### src/rtl/if_id_stage.sv
// if_id_stage
//   Fetch stage and IF/ID pipeline register for the 5-stage MIPS pipeline.
//   It owns the PC and addresses the asynchronous-read instruction ROM.
//   It latches the fetched word into ID.
//   It stalls on a load-use dependency, flushes on an EX-stage redirect,
//   and freezes permanently (until reset) on a syscall halt.
//   It also keeps the cycle, stall and flush counters shown on the board display.
//
// Ports
//   clk, rst            clock (rising edge) and asynchronous active-high reset
//   dependency          load-use hazard from the hazard detector (current cycle)
//   redirect            taken branch/jump resolved in EX
//   redirect_pc         redirect target; bits [1:0] are ignored
//   halt                syscall halt decoded in EX
//   imem_data           instruction word read at imem_addr
//   pc, imem_addr       current fetch PC and its word address
//   id_ir, id_pc4       instruction in ID and its PC+4
//   id_valid            ID holds a real instruction (0 = bubble)
//   idex_bubble         ID/EX must load a NOP this cycle
//   halted              front end frozen
//   cycle_cnt, stall_cnt, flush_cnt   performance counters (wrapping)
module if_id_stage #(
  parameter logic [31:0] RESET_PC = 32'h0000_0000,
  parameter int unsigned IMEM_AW  = 10,
  parameter int unsigned CNT_W    = 32
) (
  input  logic               clk,
  input  logic               rst,
  input  logic               dependency,
  input  logic               redirect,
  input  logic [31:0]        redirect_pc,
  input  logic               halt,
  input  logic [31:0]        imem_data,
  output logic [31:0]        pc,
  output logic [IMEM_AW-1:0] imem_addr,
  output logic [31:0]        id_ir,
  output logic [31:0]        id_pc4,
  output logic               id_valid,
  output logic               idex_bubble,
  output logic               halted,
  output logic [CNT_W-1:0]   cycle_cnt,
  output logic [CNT_W-1:0]   stall_cnt,
  output logic [CNT_W-1:0]   flush_cnt
);

  typedef enum logic {
    S_RUN    = 1'b0,
    S_HALTED = 1'b1
  } state_e;

  state_e             state_q, state_d;
  logic [31:0]        pc_q, pc_d;
  logic [31:0]        ir_q, ir_d;
  logic [31:0]        pc4_q, pc4_d;
  logic               valid_q, valid_d;
  logic [CNT_W-1:0]   cycle_q, cycle_d;
  logic [CNT_W-1:0]   stall_q, stall_d;
  logic [CNT_W-1:0]   flush_q, flush_d;
  logic [31:0]        pc_plus4;

  // Redirect targets are word aligned; the low two bits carry no information.
  logic unused_redirect_lsbs;
  assign unused_redirect_lsbs = ^redirect_pc[1:0];

  assign pc_plus4 = pc_q + 32'd4;

  always_comb begin
    state_d = state_q;
    pc_d    = pc_q;
    ir_d    = ir_q;
    pc4_d   = pc4_q;
    valid_d = valid_q;
    cycle_d = cycle_q;
    stall_d = stall_q;
    flush_d = flush_q;
    if (state_q == S_RUN) begin
      cycle_d = cycle_q + CNT_W'(1);
      if (halt) begin
        state_d = S_HALTED;
      end else if (redirect) begin
        // Squash the wrong-path instruction in ID; a coincident load-use
        // stall is moot because that instruction is discarded anyway.
        pc_d    = {redirect_pc[31:2], 2'b00};
        ir_d    = '0;
        pc4_d   = '0;
        valid_d = 1'b0;
        flush_d = flush_q + CNT_W'(1);
      end else if (dependency) begin
        stall_d = stall_q + CNT_W'(1);
      end else begin
        pc_d    = pc_plus4;
        ir_d    = imem_data;
        pc4_d   = pc_plus4;
        valid_d = 1'b1;
      end
    end
  end

  always_ff @(posedge clk or posedge rst) begin
    if (rst) begin
      state_q <= S_RUN;
      pc_q    <= RESET_PC;
      ir_q    <= '0;
      pc4_q   <= '0;
      valid_q <= 1'b0;
      cycle_q <= '0;
      stall_q <= '0;
      flush_q <= '0;
    end else begin
      state_q <= state_d;
      pc_q    <= pc_d;
      ir_q    <= ir_d;
      pc4_q   <= pc4_d;
      valid_q <= valid_d;
      cycle_q <= cycle_d;
      stall_q <= stall_d;
      flush_q <= flush_d;
    end
  end

  assign halted      = (state_q == S_HALTED);
  // Downstream is draining once halted, so no bubble is requested then.
  assign idex_bubble = !halted && (dependency || redirect);
  assign pc          = pc_q;
  assign imem_addr   = pc_q[IMEM_AW+1:2];
  assign id_ir       = ir_q;
  assign id_pc4      = pc4_q;
  assign id_valid    = valid_q;
  assign cycle_cnt   = cycle_q;
  assign stall_cnt   = stall_q;
  assign flush_cnt   = flush_q;

endmodule
### config.mk
export PLATFORM = sky130hd
export DESIGN_NAME = if_id_stage
export DESIGN_NICKNAME = d
export VERILOG_FILES = /design/src/rtl/if_id_stage.sv
export SDC_FILE = /design/constraint.sdc
export NUM_CORES = 1
export LEC_CHECK = 0
export CORE_MARGIN = 2
export CORE_UTILIZATION = 50
export DETAILED_ROUTE_END_ITERATION = 7
export GPL_TIMING_DRIVEN = 0
export PLACE_DENSITY = 0.87
export SLEW_MARGIN = 15
export SYNTH_ARGS = -nofsm -noshare
export SYNTH_HDL_FRONTEND = slang
export SYNTH_SLANG_ARGS = --single-unit
### constraint.sdc
create_clock -name clk -period 14.55 [get_ports clk]
set_input_delay 2.1825 -clock clk [delete_from_list [all_inputs] [get_ports clk]]
set_output_delay 2.1825 -clock clk [all_outputs]
set_load 0.02 [all_outputs]
# Word-level counts from Yosys, hierarchy flattened
# Index checks and enable logic that the tools add are counted.
[totals]
reg_bits = 194
out_inout_bits = 205
[classes]
add_sub_neg = 4
eq_ne = 1
bitwise = 3
n_mux = 9
n_reduce_logical = 6
[ops]
columns = ["cell", "n"]
rows = [
  ["$mux W32", 5],
  ["$add A32 B1 Y32 const B", 3],
  ["$add A32 B3 Y32 const B", 1],
  ["$reduce_and A3 Y1", 2],
  ["$mux W1", 4],
  ["$reduce_and A4 Y1", 1],
  ["$not A1 Y1", 3],
  ["$ne A2 B1 Y1 const B", 1],
  ["$logic_and A1 B1 Y1", 1],
  ["$logic_not A1 Y1", 1],
  ["$logic_or A1 B1 Y1", 1],
]

# Depth between registers and ports, before layout
# Gate-level depths: netlist of the first run.
[logic_depth]
ltp_word = 3
ltp_mapped = 9

# Worst setup path before layout of the first run
# Ideal clock, no wire load.
[synth_path]
kind = "input-to-output"
startpoint = "input port dependency"
endpoint = "output port idex_bubble"
t_required_ns = 12.367
path_buffers = 1
path_slack_ns = 9.553
arrival_time_ns = 2.814
stages = 3
cell_sequence = "clkbuf_1 > nor2_1 > nor2_1"
[synth_between]
elab_chain_cells = 2
[synth_lines]
columns = ["element", "line_no", "rtl"]
rows = [
  ["start: declaration", "29", "input logic dependency,"],
  ["$logic_or A1 B1 Y1", "123", "assign idex_bubble = !halted && (dependency || redirect);"],
  ["$logic_and A1 B1 Y1", "123", ""],
  ["end: declaration", "39", "output logic idex_bubble,"],
]
# Every way passes these cells.

# Worst setup path after layout of the first run
# Same ends and word-level chain as after synthesis.

==> flow_summary.yaml, run 1 <==
die:
  die_width_um: 136.9
  dieArea_sq_um: 18730
  rows: 48
  io-pin-count: 274
  start_util: 0.5102
  die_h_um: 136.9
  core_area_sq_um: 17300
final_layout:
  design_area_sq_um: 12430
  final_util: 0.7185
  multi_input_area_sq_um: 3749
  syn_to_final_growth_pct: 40.82
  antenna-diode-count: 0
  final-seq-area_sq_um: 4780
  layout.nets: 1190
  fillerInstances: 1241
  drive_gt1_frac: 0.06195
sta:
  fmax_mhz: 160.8
  worstMarginPinSlew_ns: 1.017
  hold_viol: 0
  relSlewSlack: 0.3165
  fin_setup_tns_ns: 0
  setup_viol: 0
  fin_skew_ns: 0.01383
  fin_crit_ns: 6.220
  rsz0062_at_grt: "no"
  drv_slew: 0
  hold-worst-slack_ns: 0.4708
  period_share: 0.4275
synthesis:
  synthFlopType: "dfrtp_1"
  synth_edf_count: 0
  synth_most_common_cell: "dfrtp_1"
  synth.area.top_cells: "dfrtp_1 (54%), xnor2_1 (7.8%), xor2_1 (4.1%)"
  yosysWarnings: 0
  seq_area_frac_synth: 0.5416
  netlist_instances: 827
  yosysTopAreaCellShare: 0.5416
  yosysTopAreaCell: "dfrtp_1"
  synth.avg_cell_area_sq_um: 10.67
  synth_area_sq_um: 8825
  synth.distinct_cells: 59
  synth_common_cells: "dfrtp_1 (191), nand2_1 (88), xnor2_1 (79), nand3_1 (54), o21ai_0 (46)"
  yosys_register_bits: 191
  async_flop_share: 1.000
worst_setup_path:
  worst_setup_path_end_kind: "output pin"
  cp_slowest_cell: "clkdlybuf4s50_1"
  cp_cell_sequence: "clkdlybuf4s50_1 > clkbuf_1 > nor2_1 > nor2_1 > clkdlybuf4s50_1"
  cp-start-kind: "primary input"
  cp.required_ns: 12.37
  worstPathArrival_ns: 4.04
  crit_buf_inv: 3
  path_class: "in -> out"
  critical_path.top_delay_family: "buffers and inverters"
  critPathMaxStageDelay_ns: 0.66
  path_max_fanout: 10
cts:
  cts-hold-fix-buffers: 0
  root_buffer: "clkbuf_16"
  clk_latency_ns: 0.44
  post_cts_buffers: 0
  cts_buffers: 17
  ctsLongestPathBuffers: 2
  cts-resized-gates: 0
  cts_tree: "done"
  clock-sinks: 191
  cts.htree.levels: 4
  path_clk_slew_ns: 0.07
placed_design:
  port_buffers: 269
  gp_congestion: 0.8655
  placed_cell_area_sq_um: 11840
  place_hpwl_mm: 17.71
grt:
  grt_overflow: 0
  grt_max_degree: 104
  track_usage: 0.2627
  grt_pass1_wl_mm: 38.45
  grt_antenna_before_repair: 0
  grt_pass1_vias: 7428
power:
  vdd_drop_max_uv: 85.27
  power_leakage_uw: 0.005253
  power_density_nw_per_um2: 95.48
run_status:
  status: "completed"
hold_path:
  hold_class: "reg -> reg"
detailed_routing:
  via_count: 7630
  wirelength_mm: 24.61
  drtAntennaViolNets: 0
  vias_per_cell: 5.631
  drtIter0Drc: 518
  first_pass_iters: 5
  drcViolationCount: 0
  wl_per_cell_um: 18.16
job:
  cap_viol_max_count: 0
-- layout make-up --
class                   instances  area share
inverters                      12    0.004229
repair buffers                270      0.2189
clock buffers                  17     0.03423
plain buffers                  51     0.02054
multi-input cells             574      0.3017
clock inverters                15     0.01319
well taps                     225     0.02265
flip-flops and latches        191      0.3846
-- final timing paths --
kind | start | endpoint | slack (ns) | cells after the start
setup / recovery | dependency | idex_bubble | 8.33 | 5
hold / removal | cycle_cnt[31] | cycle_cnt[31] | 0.47 | 1
setup reg to reg | pc[2] | id_pc4[22] | 11.85 | 6
hold reg to reg | cycle_cnt[31] | cycle_cnt[31] | 0.47 | 1
max in group asynchronous | rst | flush_cnt[11] | 11.41 | 3
min in group asynchronous | rst | cycle_cnt[21] | 2.23 | 2
-- kinds of logic (layout without fill, tap and decap cells) --
| logic type | Yosys count | count (layout) | synth area share |
|---|---|---|---|
| AO/OA/AOI/OAI | 138 | 138 | 0.1063 |
| adder cells (fa/ha/maj) | 4 | 4 | 0.005672 |
| AND/OR/NAND/NOR | 307 | 307 | 0.1891 |
| buffers and inverters | 63 | 365 | 0.03403 |
| other | 1 | 2 | 0.0004249 |
| multiplexers | 3 | 3 | 0.003686 |
| XOR/XNOR | 120 | 120 | 0.1191 |
| flip-flops | 191 | 191 | 0.5416 |
-- worst register-to-register path, cell delays in order, from the launching register on --
cell and delay [ns]:
dfrtp_1 0.51, ha_1 0.31, nand3_1 0.33, nor4_4 0.72, nand4_1 0.32, xnor2_1 0.21
a22o_1 0.20
-- where the power goes --
part	switching, uW	internal, uW
clock	235	232
sequential	20.2	549
combinational	75.9	74.9
total	331	856
-- flip-flops by register name (all words and copies together) (netlist names) --
signal and cells:
halted 1, id_valid 1, pc 30, id_ir 32, id_pc4 31, flush_cnt 32
cycle_cnt 32, stall_cnt 32
-- metal layers --
metal / track usage / routed length [um] / up-vias
met5: 0 / 0 / -
met4: 0.1065 / 699 / 0
met3: 0.07111 / 1849 / 65
met2: 0.4286 / 12050 / 344
met1: 0.3324 / 10010 / 3719
li1: - / - / 3502
-- placed cells by master (no fill, tap or decap), types with 5 or more instances in the layout --
cell type	n
clkdlybuf4s50_1	269
nand3_1	54
xor2_1	41
nor3_1	12
nor4_1	10
and4_1	16
dfrtp_1	191
nor2_1	44
buf_2	5
xnor2_1	79
and3_1	17
clkbuf_16	17
a31oi_1	5
nand2_1	88
a21oi_1	16
a22o_1	34
o21ai_0	46
o311ai_0	5
inv_8	6
clkbuf_1	31
buf_4	13
nand4_1	32
and2_1	5
inv_1	11
-- through the flow --
step,worst slack (ns),total power (uW),instances
2_1_floorplan,7.169,648.2,828
3_3_place_gp,4.829,725.4,1322
3_5_place_dp,8.385,729.8,1323
4_1_cts,8.377,1189,1355
5_1_grt,8.283,1225,1355
6_report,8.330,1186,1355
Note: power is estimated with default switching activity, not from simulation.
==> run 2, diff against run 1 <==
Settings changed: CORE_UTILIZATION 50 to 47, PLACE_DENSITY 0.87 to 0.83.
Clock period 14.55 ns to 6.4 ns, I/O delays scaled along.
==> run 2 against run 1 <==
Against the previous run: sequential share of layout area down 0.14 points; critical endpoint unchanged; worst setup slack got worse by 5.7 ns; global-route usage is 1.1 points lower; clock-buffer cell count grew 2; non-clock buffer count grew 1; final area rose by 0.37%; highest routed layer unchanged; largest cell class unchanged.
==> flow_summary.yaml, run 2 (synthesis gave the netlist of run 1 again) <==
run_status:
  status: "completed"
sta:
  fin_crit_ns: 3.773
  rsz0062_at_grt: "no"
  setup_viol: 0
  relSlewSlack: 0.3789
  period_share: 0.5896
  fin_skew_ns: 0.01189
  drv_slew: 0
  worstMarginPinSlew_ns: 0.9245
  fmax_mhz: 265.0
  worst_slack_ns: 2.627
  fin_setup_tns_ns: 0
  hold_viol: 0
power:
  power_density_nw_per_um2: 218.3
  vdd_drop_max_uv: 180.9
  power_leakage_uw: 0.005278
  p_total_uw: 2723
worst_setup_path:
  cp.required_ns: 5.44
  cp_cell_sequence: "clkdlybuf4s50_1 > clkbuf_1 > nor2_1 > nor2_1 > clkdlybuf4s50_1"
  cp-start-kind: "primary input"
  path_max_fanout: 10
  reg2reg_from: "pc[2]"
  critPathMaxStageDelay_ns: 0.64
  worst_setup_path_end_kind: "output pin"
  worstPathArrival_ns: 2.81
  r2r-end: "pc[26]"
  regToRegSetupSlack_ns: 3.75
  path_class: "in -> out"
  cp_slowest_cell: "clkdlybuf4s50_1"
  reg2regPathDepth: 6
cts:
  cts.htree.levels: 4
  root_buffer: "clkbuf_16"
  clock-sinks: 191
  ctsLongestPathBuffers: 2
  cts-resized-gates: 0
  cts_buffers: 17
  cts_tree: "done"
  clk_latency_ns: 0.43
  path_clk_slew_ns: 0.07
  post_cts_buffers: 0
  cts-hold-fix-buffers: 0
hold_path:
  min_path_cells: 2
  hold_class: "reg -> reg"
  worstHoldStart: "id_pc4[18]"
  min_to: "id_pc4[18]"
grt:
  met2_usage: 0.4308
  grt_pass1_wl_mm: 39.89
  grt_overflow: 0
  track_usage: 0.2514
  gr-max-usage-layer: "met2"
  grt_pass1_vias: 7537
  met1_usage: 0.3154
  grt_antenna_before_repair: 0
  grt_util_met3: 0.05944
  grt_max_degree: 74
detailed_routing:
  wl_per_cell_um: 18.19
  drtIter0Drc: 632
  drcViolationCount: 0
  via_count: 7548
  wirelength_mm: 24.83
  first_pass_iters: 5
  vias_per_cell: 5.530
  drtAntennaViolNets: 0
placed_design:
  placed_cell_area_sq_um: 11880
  gp_congestion: 0.9043
  place_hpwl_mm: 18.34
  preCtsSetupSlack_ns: 2.646
  dp_cells: 1333
  port_buffers: 269
die:
  start_util: 0.4749
  die_width_um: 141.0
  io-pin-count: 274
  core_area_sq_um: 18580
  die_h_um: 141.0
  dieArea_sq_um: 19890
  rows: 50
final_layout:
  final_cells: 1365
  antenna-diode-count: 0
  design_area_sq_um: 12470
  drive_gt1_frac: 0.06278
  syn_to_final_growth_pct: 41.34
  layout.nets: 1191
  layout_commonest_cell: "clkdlybuf4s50_1"
  layout_common_cells: "clkdlybuf4s50_1 (269), dfrtp_1 (191), nand2_1 (88), xnor2_1 (79), nand3_1 (54)"
job:
  cap_viol_max_count: 0
[run 2: cell types whose count changed in the layout (fill, tap and decap cells not counted), sizes merged]
cell | before | now
inv | 21 | 19
buf | 20 | 21
clkbuf | 49 | 51
bufinv | 0 | 1
clkinvlp | 2 | 0
clkinv | 4 | 5
[run 2: worst max-delay path by stage]
stage                     depth (start not counted)           end  startpoint
final                                             5   idex_bubble  dependency
after global routing                              5   idex_bubble  dependency
after CTS                                         5   idex_bubble  dependency
after detailed placement                          5   idex_bubble  dependency
after global placement                            2      id_ir[3]         rst
after floorplan                                   1  cycle_cnt[0]         rst
[run 2: power breakdown]
group,internal [uW],switching (uW),total (uW)
sequential,1250,45.1,1290
combinational,172,173,346
clock,575,509,1080
total,2000,727,2720
[run 2: cell type report]
cell class,count,area [sq um]
Clock inverter,13,143.9
Sequential cell,191,4780
Buffer,51,255.2
Inverter,12,52.55
Multi-Input combinational cell,574,3749
Tap cell,234,292.8
Fill cell,1458,6107
Timing Repair Buffer,271,2748
Clock buffer,19,452.9
[run 2: worst max-delay path: cells and delay by family]
kind / cells / cell delay [ns]
buf+inv: 3 / 1.59
simple gates: 2 / 0.26
[run 2: layer usage]
| layer | routed length [um] | part of all wire | vias to the layer above |
|---|---|---|---|
| met3 | 1751 | 0.071 | 42 |
| met2 | 12460 | 0.50 | 311 |
| met1 | 10200 | 0.41 | 3678 |
| met5 | 0 | 0 | - |
| li1 | - | - | 3517 |
| met4 | 424 | 0.017 | 0 |
[run 2: through the flow]
stage               hold WS [ns]    util
floorplan                 0.5822       -
global placement          0.4609  0.6358
detailed placement        0.4698  0.6392
CTS                       0.4823  0.6713
global route              0.4940  0.6713
finish                    0.4780  0.6713
==> run 3, diff against run 2 <==
Clock period 6.4 ns to 3.9 ns, I/O delays scaled along.
==> run 3 against run 2 <==
Against the previous run: critical path depth unchanged; critical path type unchanged; clock skew decreased by 0.0016 ns; worst setup slack got worse by 1.7 ns; wire length decreased by 2.7%.
==> flow_summary.yaml, run 3 (synthesis gave the netlist of run 1 again) <==
run_status:
  status: "completed"
placed_design:
  place_hpwl_mm: 18.15
  gp_congestion: 0.9207
  placed_cell_area_sq_um: 11950
  dp_cells: 1337
  port_buffers: 269
power:
  vdd_drop_max_uv: 283.3
  power_leakage_uw: 0.005283
  pwr-share-clk: 0.392
  p_sw_uw: 1130
  cellInternalPower_uw: 3303
  power_frac_seq: 0.479
  swShare: 0.2548
  power_density_nw_per_um2: 354.0
  pwr-share-comb: 0.129
final_layout:
  drive_gt1_frac: 0.06355
  final_cells: 1367
  layout_commonest_cell: "clkdlybuf4s50_1"
  antenna-diode-count: 0
  design_area_sq_um: 12520
  syn_to_final_growth_pct: 41.87
  layout.nets: 1195
  layout_common_cells: "clkdlybuf4s50_1 (269), dfrtp_1 (191), nand2_1 (88), xnor2_1 (79), nand3_1 (54)"
cts:
  cts-hold-fix-buffers: 0
  root_buffer: "clkbuf_16"
  cts-resized-gates: 0
  path_clk_slew_ns: 0.07
  clk_latency_ns: 0.42
  clock-sinks: 191
  cts.htree.levels: 4
  ctsLongestPathBuffers: 2
  cts_buffers: 17
  cts_tree: "done"
  post_cts_buffers: 0
worst_setup_path:
  r2r-end: "pc[30]"
  cp-start-kind: "primary input"
  worst_setup_path_end_kind: "output pin"
  path_max_fanout: 10
  worstPathArrival_ns: 2.43
  reg2reg_from: "pc[2]"
  cp.required_ns: 3.31
  regToRegSetupSlack_ns: 1.17
  cp_cell_sequence: "clkdlybuf4s50_1 > clkbuf_1 > nor2_1 > nor2_1 > clkdlybuf4s50_1"
  cp_slowest_cell: "clkdlybuf4s50_1"
  critical_path.top_delay_family: "buffers and inverters"
  reg2regPathDepth: 6
  critPathMaxStageDelay_ns: 0.63
  crit_buf_inv: 3
  path_class: "in -> out"
die:
  io-pin-count: 274
  start_util: 0.4749
  core_area_sq_um: 18580
  die_width_um: 141.0
  dieArea_sq_um: 19890
  rows: 50
  die_h_um: 141.0
sta:
  fmax_mhz: 331.6
  setup_viol: 0
  worstMarginPinSlew_ns: 1.029
  period_share: 0.7732
  hold_viol: 0
  drv_slew: 0
  rsz0062_at_grt: "no"
  fin_crit_ns: 3.015
  relSlewSlack: 0.3085
  fin_setup_tns_ns: 0
  fin_skew_ns: 0.01027
detailed_routing:
  vias_per_cell: 5.564
  drcViolationCount: 0
  drtIter0Drc: 507
  drtAntennaViolNets: 0
  wl_per_cell_um: 17.67
  via_count: 7606
  wirelength_mm: 24.16
  first_pass_iters: 4
hold_path:
  hold_class: "reg -> reg"
  min_to: "flush_cnt[31]"
  worstHoldStart: "flush_cnt[31]"
  min_path_cells: 1
grt:
  grt_antenna_before_repair: 0
  track_usage: 0.2410
  grt_pass1_wl_mm: 38.23
  grt_overflow: 0
  grt_pass1_vias: 7338
  grt_max_degree: 36
job:
  cap_viol_max_count: 0
## run 3: cell types whose count changed in the layout (fill, tap and decap cells not counted)
cell,change
buf_12,+5
clkinvlp_4,+4
inv_8,-3
inv_6,-2
buf_16,-1
bufinv_16,+1
clkbuf_1,+1
clkbuf_8,-1
clkinv_4,-1
clkinv_8,-1
## run 3: cell type report
type	instances	area (sq um)
inverters	12	48.80
clock inverters	11	131.4
flip-flops and latches	191	4780
fillers	1418	6061
multi-input cells	574	3749
repair buffers	275	2820
well taps	234	292.8
plain buffers	51	255.2
clock buffers	19	442.9
## run 3: per-stage QoR
| stage | setup WS (ns) | utilization | hold WS (ns) | power, uW |
|---|---|---|---|---|
| floorplan | 0.8526 | - | 0.5822 | 2419 |
| global placement | -0.6875 | 0.6360 | 0.4608 | 2710 |
| detailed placement | 0.6441 | 0.6429 | 0.4655 | 2736 |
| CTS | 0.8684 | 0.6738 | 0.4766 | 4459 |
| global route | 0.7878 | 0.6738 | 0.4952 | 4594 |
| finish | 0.8845 | 0.6738 | 0.4724 | 4432 |
## run 3: how the worst max path moves through the flow
stage / from / to / cells after the start
detailed placement: dependency / pc[9] / 7
global route: dependency / idex_bubble / 5
global placement: rst / id_ir[8] / 2
CTS: dependency / idex_bubble / 5
floorplan: rst / cycle_cnt[0] / 1
finish: dependency / idex_bubble / 5
## run 3: power groups by stage
| stage | registers, uW | logic, uW | clock network (uW) |
|---|---|---|---|
| floorplan | 2240 | 183 | 0 |
| global placement | 2160 | 551 | 0 |
| detailed placement | 2160 | 575 | 0 |
| CTS | 2120 | 577 | 1760 |
| global route | 2130 | 612 | 1850 |
| finish | 2120 | 571 | 1740 |
## run 3: routing by layer
layer	GRT usage	wire, um	vias to the layer above
li1	-	-	3522
met1	0.3076	9899	3708
met2	0.3990	11850	336
met3	0.06963	1900	40
met4	0.07579	504	0
met5	0	0	-
